`src/rtl/riscv_pipe_pkg.sv`:
```
// Shared types and defaults for the 5-stage RISC-V pipeline control logic.
package riscv_pipe_pkg;

  localparam int unsigned REG_IDX_W       = 5;
  localparam int unsigned DEFAULT_TIMEOUT = 16;
  localparam int unsigned DEFAULT_CNT_W   = 32;

  typedef enum logic [1:0] {
    RUN      = 2'd0,
    MEM_WAIT = 2'd1,
    FAULT    = 2'd2
  } state_e;

endpackage

```
`src/rtl/pipeline_ctrl_if.sv`:
```
// Pipeline-side hazard inputs and stall/flush/dmem control outputs of pipeline_ctrl.
interface pipeline_ctrl_if
  import riscv_pipe_pkg::*;
#(
  parameter int unsigned CNT_W = DEFAULT_CNT_W
) ();

  logic [REG_IDX_W-1:0] IF_ID_Rs1;
  logic [REG_IDX_W-1:0] IF_ID_Rs2;
  logic                 ID_EX_MemRead;
  logic [REG_IDX_W-1:0] ID_EX_Rd;
  logic                 EX_MEM_Branch;
  logic                 EX_MEM_zero;
  logic                 EX_MEM_MemRead;
  logic                 EX_MEM_MemWrite;
  logic                 dmem_ready;

  logic                 dmem_req;
  logic                 PCSrc;
  logic                 PC_write;
  logic                 IF_ID_write;
  logic                 pipe_hold;
  logic                 IF_ID_flush;
  logic                 ID_EX_flush;
  logic                 EX_MEM_flush;
  logic                 dmem_timeout;
  logic [CNT_W-1:0]     stall_cycles;
  logic [CNT_W-1:0]     flush_count;

  modport master (
    output IF_ID_Rs1, IF_ID_Rs2, ID_EX_MemRead, ID_EX_Rd,
           EX_MEM_Branch, EX_MEM_zero, EX_MEM_MemRead, EX_MEM_MemWrite, dmem_ready,
    input  dmem_req, PCSrc, PC_write, IF_ID_write, pipe_hold,
           IF_ID_flush, ID_EX_flush, EX_MEM_flush, dmem_timeout,
           stall_cycles, flush_count
  );

  modport slave (
    input  IF_ID_Rs1, IF_ID_Rs2, ID_EX_MemRead, ID_EX_Rd,
           EX_MEM_Branch, EX_MEM_zero, EX_MEM_MemRead, EX_MEM_MemWrite, dmem_ready,
    output dmem_req, PCSrc, PC_write, IF_ID_write, pipe_hold,
           IF_ID_flush, ID_EX_flush, EX_MEM_flush, dmem_timeout,
           stall_cycles, flush_count
  );

endinterface

```
`src/rtl/pipeline_ctrl_hazard_detect.sv`:
```
// Combinational load-use comparator: load in EX writing a register read by the instruction in ID.
module hazard_detect
  import riscv_pipe_pkg::*;
(
  input  logic [REG_IDX_W-1:0] rs1_i,
  input  logic [REG_IDX_W-1:0] rs2_i,
  input  logic [REG_IDX_W-1:0] rd_i,
  input  logic                 mem_read_i,
  output logic                 hazard_o
);

  // x0 is hardwired to zero, so a load targeting it never creates a dependency.
  assign hazard_o = mem_read_i && (rd_i != '0) && ((rd_i == rs1_i) || (rd_i == rs2_i));

endmodule

```
`src/rtl/pipeline_ctrl.sv`:
```
// Stall/flush controller: load-use bubbles, taken-branch squash, multi-cycle dmem sequencing
// with timeout fault, and saturating stall/flush performance counters.
module pipeline_ctrl
  import riscv_pipe_pkg::*;
#(
  parameter int unsigned TIMEOUT = DEFAULT_TIMEOUT,
  parameter int unsigned CNT_W   = DEFAULT_CNT_W
) (
  input logic            clk,
  input logic            reset,
  pipeline_ctrl_if.slave bus
);

  localparam int unsigned WAIT_W = $clog2(TIMEOUT);

  state_e            state_q, state_d;
  logic [WAIT_W-1:0] wait_q, wait_d;
  logic [CNT_W-1:0]  stall_q, stall_d;
  logic [CNT_W-1:0]  flush_q, flush_d;

  logic acc, taken, load_use;
  logic pc_write, if_id_write, pipe_hold, pc_src;
  logic if_id_flush, id_ex_flush, ex_mem_flush, dmem_req;
  logic stall_inc, flush_inc;

  hazard_detect u_hazard_detect (
    .rs1_i      (bus.IF_ID_Rs1),
    .rs2_i      (bus.IF_ID_Rs2),
    .rd_i       (bus.ID_EX_Rd),
    .mem_read_i (bus.ID_EX_MemRead),
    .hazard_o   (load_use)
  );

  assign acc   = bus.EX_MEM_MemRead | bus.EX_MEM_MemWrite;
  assign taken = bus.EX_MEM_Branch & bus.EX_MEM_zero;

  // Next-state and control outputs; priority FAULT > memory stall > branch > load-use.
  always_comb begin
    state_d      = state_q;
    wait_d       = wait_q;
    pc_write     = 1'b1;
    if_id_write  = 1'b1;
    pipe_hold    = 1'b0;
    pc_src       = 1'b0;
    if_id_flush  = 1'b0;
    id_ex_flush  = 1'b0;
    ex_mem_flush = 1'b0;
    dmem_req     = 1'b0;
    stall_inc    = 1'b0;
    flush_inc    = 1'b0;

    case (state_q)
      FAULT: begin
        pipe_hold   = 1'b1;
        pc_write    = 1'b0;
        if_id_write = 1'b0;
        stall_inc   = 1'b1;
      end
      default: begin
        dmem_req = acc;
        if (acc && !bus.dmem_ready) begin
          pipe_hold   = 1'b1;
          pc_write    = 1'b0;
          if_id_write = 1'b0;
          stall_inc   = 1'b1;
          if (state_q == RUN) begin
            state_d = MEM_WAIT;
            wait_d  = WAIT_W'(1);
          end else if (wait_q == WAIT_W'(TIMEOUT - 1)) begin
            state_d = FAULT;
          end else begin
            wait_d = wait_q + WAIT_W'(1);
          end
        end else begin
          if (state_q == MEM_WAIT) begin
            state_d = RUN;
            wait_d  = '0;
          end
          // The release cycle advances the pipe, so a held load-use must bubble here.
          if (taken) begin
            pc_src       = 1'b1;
            if_id_flush  = 1'b1;
            id_ex_flush  = 1'b1;
            ex_mem_flush = 1'b1;
            flush_inc    = 1'b1;
          end else if (load_use) begin
            pc_write    = 1'b0;
            if_id_write = 1'b0;
            id_ex_flush = 1'b1;
            stall_inc   = 1'b1;
          end
        end
      end
    endcase

    if (reset) begin
      pc_write     = 1'b1;
      if_id_write  = 1'b1;
      pipe_hold    = 1'b0;
      pc_src       = 1'b0;
      if_id_flush  = 1'b0;
      id_ex_flush  = 1'b0;
      ex_mem_flush = 1'b0;
      dmem_req     = 1'b0;
      stall_inc    = 1'b0;
      flush_inc    = 1'b0;
    end
  end

  // Saturating performance counters.
  always_comb begin
    stall_d = stall_q;
    flush_d = flush_q;
    if (stall_inc && (stall_q != {CNT_W{1'b1}})) stall_d = stall_q + CNT_W'(1);
    if (flush_inc && (flush_q != {CNT_W{1'b1}})) flush_d = flush_q + CNT_W'(1);
  end

  always_ff @(posedge clk) begin
    if (reset) begin
      state_q <= RUN;
      wait_q  <= '0;
      stall_q <= '0;
      flush_q <= '0;
    end else begin
      state_q <= state_d;
      wait_q  <= wait_d;
      stall_q <= stall_d;
      flush_q <= flush_d;
    end
  end

  assign bus.dmem_req     = dmem_req;
  assign bus.PCSrc        = pc_src;
  assign bus.PC_write     = pc_write;
  assign bus.IF_ID_write  = if_id_write;
  assign bus.pipe_hold    = pipe_hold;
  assign bus.IF_ID_flush  = if_id_flush;
  assign bus.ID_EX_flush  = id_ex_flush;
  assign bus.EX_MEM_flush = ex_mem_flush;
  assign bus.dmem_timeout = (state_q == FAULT) && !reset;
  assign bus.stall_cycles = reset ? '0 : stall_q;
  assign bus.flush_count  = reset ? '0 : flush_q;

endmodule

```
`src/flat_wrapper.sv`:
```
// flat-port wrapper written by rule: the top's interface ports become plain ports
module pipeline_ctrl_flat import riscv_pipe_pkg::*;
#(
  parameter int unsigned TIMEOUT = DEFAULT_TIMEOUT,
  parameter int unsigned CNT_W   = DEFAULT_CNT_W
)
  (clk, reset, bus_IF_ID_Rs1, bus_IF_ID_Rs2, bus_ID_EX_MemRead, bus_ID_EX_Rd, bus_EX_MEM_Branch, bus_EX_MEM_zero, bus_EX_MEM_MemRead, bus_EX_MEM_MemWrite, bus_dmem_ready, bus_dmem_req, bus_PCSrc, bus_PC_write, bus_IF_ID_write, bus_pipe_hold, bus_IF_ID_flush, bus_ID_EX_flush, bus_EX_MEM_flush, bus_dmem_timeout, bus_stall_cycles, bus_flush_count);
  pipeline_ctrl_if #(.CNT_W(CNT_W)) bus_i ();
  input logic clk;
  input logic reset;
  input wire logic [$bits(bus_i.IF_ID_Rs1)-1:0] bus_IF_ID_Rs1;
  input wire logic [$bits(bus_i.IF_ID_Rs2)-1:0] bus_IF_ID_Rs2;
  input wire logic [$bits(bus_i.ID_EX_MemRead)-1:0] bus_ID_EX_MemRead;
  input wire logic [$bits(bus_i.ID_EX_Rd)-1:0] bus_ID_EX_Rd;
  input wire logic [$bits(bus_i.EX_MEM_Branch)-1:0] bus_EX_MEM_Branch;
  input wire logic [$bits(bus_i.EX_MEM_zero)-1:0] bus_EX_MEM_zero;
  input wire logic [$bits(bus_i.EX_MEM_MemRead)-1:0] bus_EX_MEM_MemRead;
  input wire logic [$bits(bus_i.EX_MEM_MemWrite)-1:0] bus_EX_MEM_MemWrite;
  input wire logic [$bits(bus_i.dmem_ready)-1:0] bus_dmem_ready;
  output wire logic [$bits(bus_i.dmem_req)-1:0] bus_dmem_req;
  output wire logic [$bits(bus_i.PCSrc)-1:0] bus_PCSrc;
  output wire logic [$bits(bus_i.PC_write)-1:0] bus_PC_write;
  output wire logic [$bits(bus_i.IF_ID_write)-1:0] bus_IF_ID_write;
  output wire logic [$bits(bus_i.pipe_hold)-1:0] bus_pipe_hold;
  output wire logic [$bits(bus_i.IF_ID_flush)-1:0] bus_IF_ID_flush;
  output wire logic [$bits(bus_i.ID_EX_flush)-1:0] bus_ID_EX_flush;
  output wire logic [$bits(bus_i.EX_MEM_flush)-1:0] bus_EX_MEM_flush;
  output wire logic [$bits(bus_i.dmem_timeout)-1:0] bus_dmem_timeout;
  output wire logic [$bits(bus_i.stall_cycles)-1:0] bus_stall_cycles;
  output wire logic [$bits(bus_i.flush_count)-1:0] bus_flush_count;
  assign bus_i.IF_ID_Rs1 = bus_IF_ID_Rs1;
  assign bus_i.IF_ID_Rs2 = bus_IF_ID_Rs2;
  assign bus_i.ID_EX_MemRead = bus_ID_EX_MemRead;
  assign bus_i.ID_EX_Rd = bus_ID_EX_Rd;
  assign bus_i.EX_MEM_Branch = bus_EX_MEM_Branch;
  assign bus_i.EX_MEM_zero = bus_EX_MEM_zero;
  assign bus_i.EX_MEM_MemRead = bus_EX_MEM_MemRead;
  assign bus_i.EX_MEM_MemWrite = bus_EX_MEM_MemWrite;
  assign bus_i.dmem_ready = bus_dmem_ready;
  assign bus_dmem_req = bus_i.dmem_req;
  assign bus_PCSrc = bus_i.PCSrc;
  assign bus_PC_write = bus_i.PC_write;
  assign bus_IF_ID_write = bus_i.IF_ID_write;
  assign bus_pipe_hold = bus_i.pipe_hold;
  assign bus_IF_ID_flush = bus_i.IF_ID_flush;
  assign bus_ID_EX_flush = bus_i.ID_EX_flush;
  assign bus_EX_MEM_flush = bus_i.EX_MEM_flush;
  assign bus_dmem_timeout = bus_i.dmem_timeout;
  assign bus_stall_cycles = bus_i.stall_cycles;
  assign bus_flush_count = bus_i.flush_count;
  pipeline_ctrl #(.TIMEOUT(TIMEOUT), .CNT_W(CNT_W)) u_core (.clk(clk), .reset(reset), .bus(bus_i));
endmodule
```
`config.mk`:
```
export PLATFORM = sky130hd
export DESIGN_NAME = pipeline_ctrl_flat
export DESIGN_NICKNAME = d
export VERILOG_FILES = /design/src/rtl/riscv_pipe_pkg.sv /design/src/rtl/pipeline_ctrl_if.sv /design/src/rtl/pipeline_ctrl_hazard_detect.sv /design/src/rtl/pipeline_ctrl.sv /design/src/flat_wrapper.sv
export SDC_FILE = /design/constraint.sdc
export NUM_CORES = 1
export LEC_CHECK = 0
export CORE_ASPECT_RATIO = 0.7
export CORE_MARGIN = 2
export CORE_UTILIZATION = 50
export DETAILED_ROUTE_END_ITERATION = 12
export PLACE_DENSITY_LB_ADDON = 0.2
export REMOVE_ABC_BUFFERS = 1
export SETUP_SLACK_MARGIN = 0.3
export SYNTH_ARGS = -nofsm -noshare
export SYNTH_HDL_FRONTEND = slang
export SYNTH_SLANG_ARGS = --single-unit
```
`constraint.sdc`:
```
create_clock -name clk -period 2.8 [get_ports clk]
set_input_delay 0.56 -clock clk [delete_from_list [all_inputs] [get_ports clk]]
set_output_delay 0.56 -clock clk [all_outputs]
set_load 0.02 [all_outputs]
```
==> results_dict.tcl, run 1 <==
set metrics [dict create \
    yosysMostFrequentCell "nor2_1" \
    post_route_cells_drive_above_1_share 0.129 \
    yosysTopAreaCell "dfxtp_1" \
    grt_pass1_wl_mm 17.8 \
    hpwl_mm 7.91 \
    htreeDepth 3 \
    nFillCells 620 \
    drt-total-wl_mm 10.8 \
    design_area_um2 5700 \
    maxCapViolations 0 \
    dr.pass1.iters 5 \
    clk_path_buf_depth 2 \
    hold_depth 1 \
    slowest_delay_ns 0.52 \
    slew_viol_final 0 \
    ys_types 51 \
    worstMarginPinSlew_ns 0.527 \
    die_area_um2 8900 \
    antenna_found_initial 0 \
    rsz0062_at_grt "yes" \
    syn_inst 511 \
    preCtsSetupSlack_ns -0.363 \
    place_area_um2 5300 \
    irDropWorstVdd_mv 0.434 \
    p_leak_nw 2.18 \
    worst_clock_skew_ns 0.00649 \
    clk_latency_ns 0.32 \
    drt_iter0_drc 230 \
    fp.dieW_um 112 \
    critPathArrivalTime_ns 1.90 \
    path_max_fanout 4 \
    synth_top_area_frac 0.344 \
    power_density_nw_per_um2 416 \
    netlist_area_um2 4080 \
    ioPinCount 96 \
    root_buffer "clkbuf_16" \
    worstRegToRegCells 6 \
    drcViolationCount 0 \
    die_height_um 79.5 \
    regToRegSetupSlack_ns 0.53 \
    viasPerCell 5.41 \
    antenna_cells 0 \
    synthFlopType "dfxtp_1" \
    cp.required_ns 2.24 \
    io_buffers 95 \
    synth_edf_count 0 \
    final_core_util 0.725 \
    core.rowCount 27 \
    start_util 0.518 \
    setup_viol 0 \
    vias 3987 \
    gp_congestion 0.896 \
    hp-class "flop to flop" \
    crit_path_top_delay_cell "clkdlybuf4s50_1" \
    syn-mean-instance-area_um2 7.98 \
    fmax_mhz 407 \
    clock_sinks 70 \
    ys_ff_latch 70 \
    grt_pass1_vias 3755 \
    end_kind "output pin" \
    grt-ovfl-total 0 \
    synth_area_leaders "dfxtp_1, nor2b_1, nor2_1" \
    cts_buffers 9 \
    layout_setup_ws_ns 0.343 \
    hold_viol_final 0 \
    synth-seq-area-share 0.344 \
    async_flop_share 0 \
    fin_crit_ns 2.46 \
    grt_max_degree 45 \
    relSlewSlack 0.646 \
    tritoncts "done" \
    track_usage 0.242 \
    fin_nets 657 \
    yosysWarnings 0 \
    netlist_top_cells_count "nor2_1, dfxtp_1, nor2b_1" \
    fin_tns_setup_ns 0 \
    r2r_end "u_core.stall_q[19]" \
    min-delay-start "u_core.stall_q[8]" \
    crit_chain "clkdlybuf4s50_1 -> nand2_1 -> nor4_4 -> buf_4 -> clkdlybuf4s15_2" \
    r2r-start "u_core.stall_q[25]" \
    min_to "u_core.stall_q[8]" \
    cp-start-kind "input pin" \
    period_share 0.878 \
    core-area_um2 7870 \
    syn2layout_area_growth_pct 39.9 \
    routedWlPerCell_um 14.6 \
    clk_pin_slew_ns 0.05 \
    status "finished, final reports clean" \
    critPathKind "input pin to output pin" \
    ant_nets 0 \
]
-- cells by family (layout without fill, tap and decap cells) --
kind of cell,count (synthesis),in the layout,synth area share
xor gates and xnor gates,49,49,0.105
buffers and inverters,41,166,0.0417
DFF,70,70,0.344
and+or+nand+nor,293,293,0.393
muxes,16,16,0.0442
adders and majority gates,3,3,0.00921
AOI/OAI and AO/OA,39,39,0.0626
-- stage by stage --
step                      cells  hold slack (ns)  power (W)
after floorplan             486            0.451    0.00110
after global placement      715            0.473    0.00122
after detailed placement    715            0.487    0.00123
after CTS                   735            0.496    0.00238
after global routing        737            0.513    0.00245
final                       737            0.490    0.00237
-- flip-flops by register name, indices dropped and copies added (netlist names) --
signal	flops
u_core.flush_q	32
u_core.stall_q	32
u_core.wait_q	4
u_core.state_q	2
-- placed cells by master (no fill, tap or decap), types with 3 or more instances in the layout --
master,instances
nand2_1,38
or3_1,6
or4_1,6
o31ai_1,3
and3_1,10
dfxtp_1,70
xor2_1,25
ha_1,3
nor4_4,3
xnor2_1,24
mux2_1,12
o21ai_1,5
inv_1,16
nor3_1,15
a21oi_1,6
dlygate4sd2_1,3
clkdlybuf4s50_1,77
buf_6,3
nand4_1,35
and2_1,5
o21ai_0,9
nor2_1,78
buf_4,38
nand3_1,18
dlymetal6s2s_1,6
nor2b_1,52
mux2i_1,3
clkbuf_16,9
buf_2,3
nor4_1,5
-- worst max-delay path: cells and delay by family --
kind,cells,cell delay [ns]
simple gates,2,0.39
buf+inv,3,0.94
-- area by class of cell --
| cell class | count | area [µm²] | share of cell area |
|---|---|---|---|
| clock buffers | 13 | 260 | 0.0456 |
| multi-input cells | 400 | 2560 | 0.449 |
| flip-flops and latches | 70 | 1400 | 0.246 |
| well taps | 101 | 126 | 0.0222 |
| inverters | 16 | 60.1 | 0.0105 |
| repair buffers | 134 | 1250 | 0.220 |
| clock inverters | 3 | 42.5 | 0.00746 |
-- where the power goes --
group | internal [W] | leakage [nW] | switching, W
Sequential | 0.00100 | 0.564 | 0.00000755
Clock | 0.000738 | 0.146 | 0.000418
Combinational | 0.0000976 | 1.47 | 0.000111
-- how the worst max path moves through the flow --
stage / from / to / slack [ns] / cells past startpoint
after floorplan: bus_EX_MEM_MemWrite / u_core.flush_q[14] / 0.02 / 6
after global placement: bus_ID_EX_Rd[2] / bus_IF_ID_write / -0.34 / 6
after detailed placement: bus_ID_EX_Rd[2] / bus_PC_write / -0.36 / 6
after CTS: bus_ID_EX_Rd[4] / bus_PC_write / 0.30 / 6
after global routing: bus_EX_MEM_zero / bus_IF_ID_flush / 0.26 / 5
final: bus_EX_MEM_zero / bus_IF_ID_flush / 0.34 / 5
-- metal layers --
metal | wire length, µm | track usage
met1 | 5290 | 0.341
met2 | 4820 | 0.384
met3 | 569 | 0.0486
met4 | 87 | 0.0568
met5 | 0 | 0
-- what timing repair did --
action                     in CTS  in global routing
resized for setup              33                 23
setup endpoints to repair      15                 23
pin swaps                       4                 11
setup buffers                   4                  2
hold buffers                    0                  0
Power figures use the tool's default switching activity.
==> inputs of run 2 (changes only) <==
==> constraint.sdc (replaced) <==
create_clock -name clk -period 2.8 [get_ports clk]
set_input_delay 0.28 -clock clk [delete_from_list [all_inputs] [get_ports clk]]
set_output_delay 0.28 -clock clk [all_outputs]
set_load 0.02 [all_outputs]
==> run 2 against run 1 <==
  * Register-to-register slack worse by 0.09 ns
  * Clock power about the same
  * Total power fell by 1.8%
  * Critical path type is now flop to output pin
  * Critical endpoint is now bus_PCSrc
  * Largest cell class unchanged
==> results_dict.tcl, run 2 (same netlist as run 1, synthesis figures left out) <==
set metrics [dict create \
    status "finished, final reports clean" \
    dr_wl_met2_mm 4.50 \
    die_area_um2 8900 \
    cts_resized 3 \
    regToRegSetupSlack_ns 0.44 \
    layout_common_cells "clkdlybuf4s50_1, nor2_1, dfxtp_1" \
    fin_nets 630 \
    worstMarginPinSlew_ns 0.541 \
    fmax_mhz 417 \
    wl_met3_um 716 \
    gp_congestion 0.891 \
    rsz0062_at_grt "yes" \
    routedWlPerCell_um 14.4 \
    cp.required_ns 2.52 \
    ioPinCount 96 \
    core-area_um2 7870 \
    layout_commonest_cell "clkdlybuf4s50_1" \
    viasPerCell 5.44 \
    grt-ovfl-total 0 \
    power_density_nw_per_um2 428 \
    fp.dieW_um 112 \
    setup_viol 0 \
    top_layer "met4" \
    timing.hold.ws_ns 0.306 \
    slew_viol_final 0 \
    maxCapViolations 0 \
    finalPower_w 0.00233 \
    drt-total-wl_mm 10.2 \
    dr.pass1.iters 4 \
    layout_setup_ws_ns 0.399 \
    relSlewSlack 0.638 \
    fin_tns_setup_ns 0 \
    antenna_cells 0 \
    post_cts_buffers 0 \
    drt_iter0_drc 269 \
    antenna_found_initial 0 \
    crit_chain "nor2b_1 -> nor4_4 -> buf_4 -> clkdlybuf4s50_1" \
    worstRegToRegCells 7 \
    htreeDepth 3 \
    vias 3860 \
    io_buffers 95 \
    cts_buffers 9 \
    preCtsSetupSlack_ns 0.147 \
    holdBufCountCts 0 \
    root_buffer "clkbuf_16" \
    top_regs "u_core.flush_q x32, u_core.stall_q x32, u_core.wait_q x4" \
    critPathArrivalTime_ns 2.12 \
    crit_path_start "u_core.state_q[1]" \
    crit_path_top_delay_cell "clkdlybuf4s50_1" \
    start_util 0.518 \
    r2r_end "u_core.stall_q[19]" \
    r2r-start "u_core.stall_q[0]" \
    p_leak_nw 1.96 \
    drt-met1-wl_mm 4.97 \
    post_route_cells_drive_above_1_share 0.0673 \
    drcViolationCount 0 \
    fin_crit_ns 2.40 \
    syn2layout_area_growth_pct 33.5 \
    clock_sinks 70 \
    grt_pass1_vias 3602 \
    clk_path_buf_depth 2 \
    clk_latency_ns 0.33 \
    track_usage 0.234 \
    grt_pass1_wl_mm 17.1 \
    hp-class "input pin to flop" \
    grt_max_degree 114 \
    ant_nets 0 \
    hold_viol_final 0 \
    irDropWorstVdd_mv 0.322 \
    period_share 0.857 \
    critPathKind "flop to output pin" \
    worst_clock_skew_ns 0.00397 \
    worstSetupEndpoint "bus_PCSrc" \
    end_kind "output pin" \
    hpwl_mm 7.41 \
    path_max_fanout 9 \
    die_height_um 79.5 \
    core.rowCount 27 \
    slowest_delay_ns 0.54 \
    cp-start-kind "flop" \
    clk_pin_slew_ns 0.06 \
    tritoncts "done" \
]
## run 2: cell types whose count changed in the layout (fill, tap and decap cells not counted), moves of 3 or more
cell             change
buf_6                -3
dlymetal6s2s_1       -6
buf_4               -26
clkdlybuf4s50_1     +14
buf_2                -3
## run 2: cell type report
class	instances	area (µm²)
Clock buffer	12	256
Clock inverter	4	45.0
Fill cell	681	2430
Inverter	16	60.1
Multi-Input combinational cell	400	2500
Sequential cell	70	1400
Tap cell	101	126
Timing Repair Buffer	107	1050
## run 2: metal layers
| metal | up-vias | global-route usage |
|---|---|---|
| met5 | - | 0 |
| met2 | 113 | 0.361 |
| met1 | 1795 | 0.326 |
| met4 | 0 | 0.0617 |
| li1 | 1948 | - |
| met3 | 4 | 0.0607 |
## run 2: how the worst min path moves through the flow
stage,startpoint,endpoint,slack (ns),cells after the start
after floorplan,reset,u_core.flush_q[30],0.35,1
after global placement,u_core.stall_q[8],u_core.stall_q[8],0.47,1
after detailed placement,u_core.stall_q[8],u_core.stall_q[8],0.49,1
after CTS,reset,u_core.state_q[0],0.29,2
after global routing,reset,u_core.flush_q[31],0.31,2
final,reset,u_core.state_q[0],0.31,2
## run 2: worst max-delay path: cells and delay by family (launching register included)
| family | cells | cell delay, ns |
|---|---|---|
| buffers and inverters | 2 | 0.72 |
| AND/OR/NAND/NOR | 2 | 0.61 |
| flip-flops | 1 | 0.47 |
## run 2: power breakdown
| group | switching, W | internal, W |
|---|---|---|
| clock network | 0.000414 | 0.000733 |
| registers | 0.00000695 | 0.00100 |
| logic | 0.0000975 | 0.0000763 |
| total | 0.000519 | 0.00181 |
## run 2: stage by stage
stage          area [µm²]  std cells  utilization
4_1_cts              5440        710        0.691
3_5_place_dp         5140        694        0.653
2_1_floorplan        3970        486            -
3_3_place_gp         5140        694        0.653
6_report             5440        710        0.691
5_1_grt              5440        710        0.691
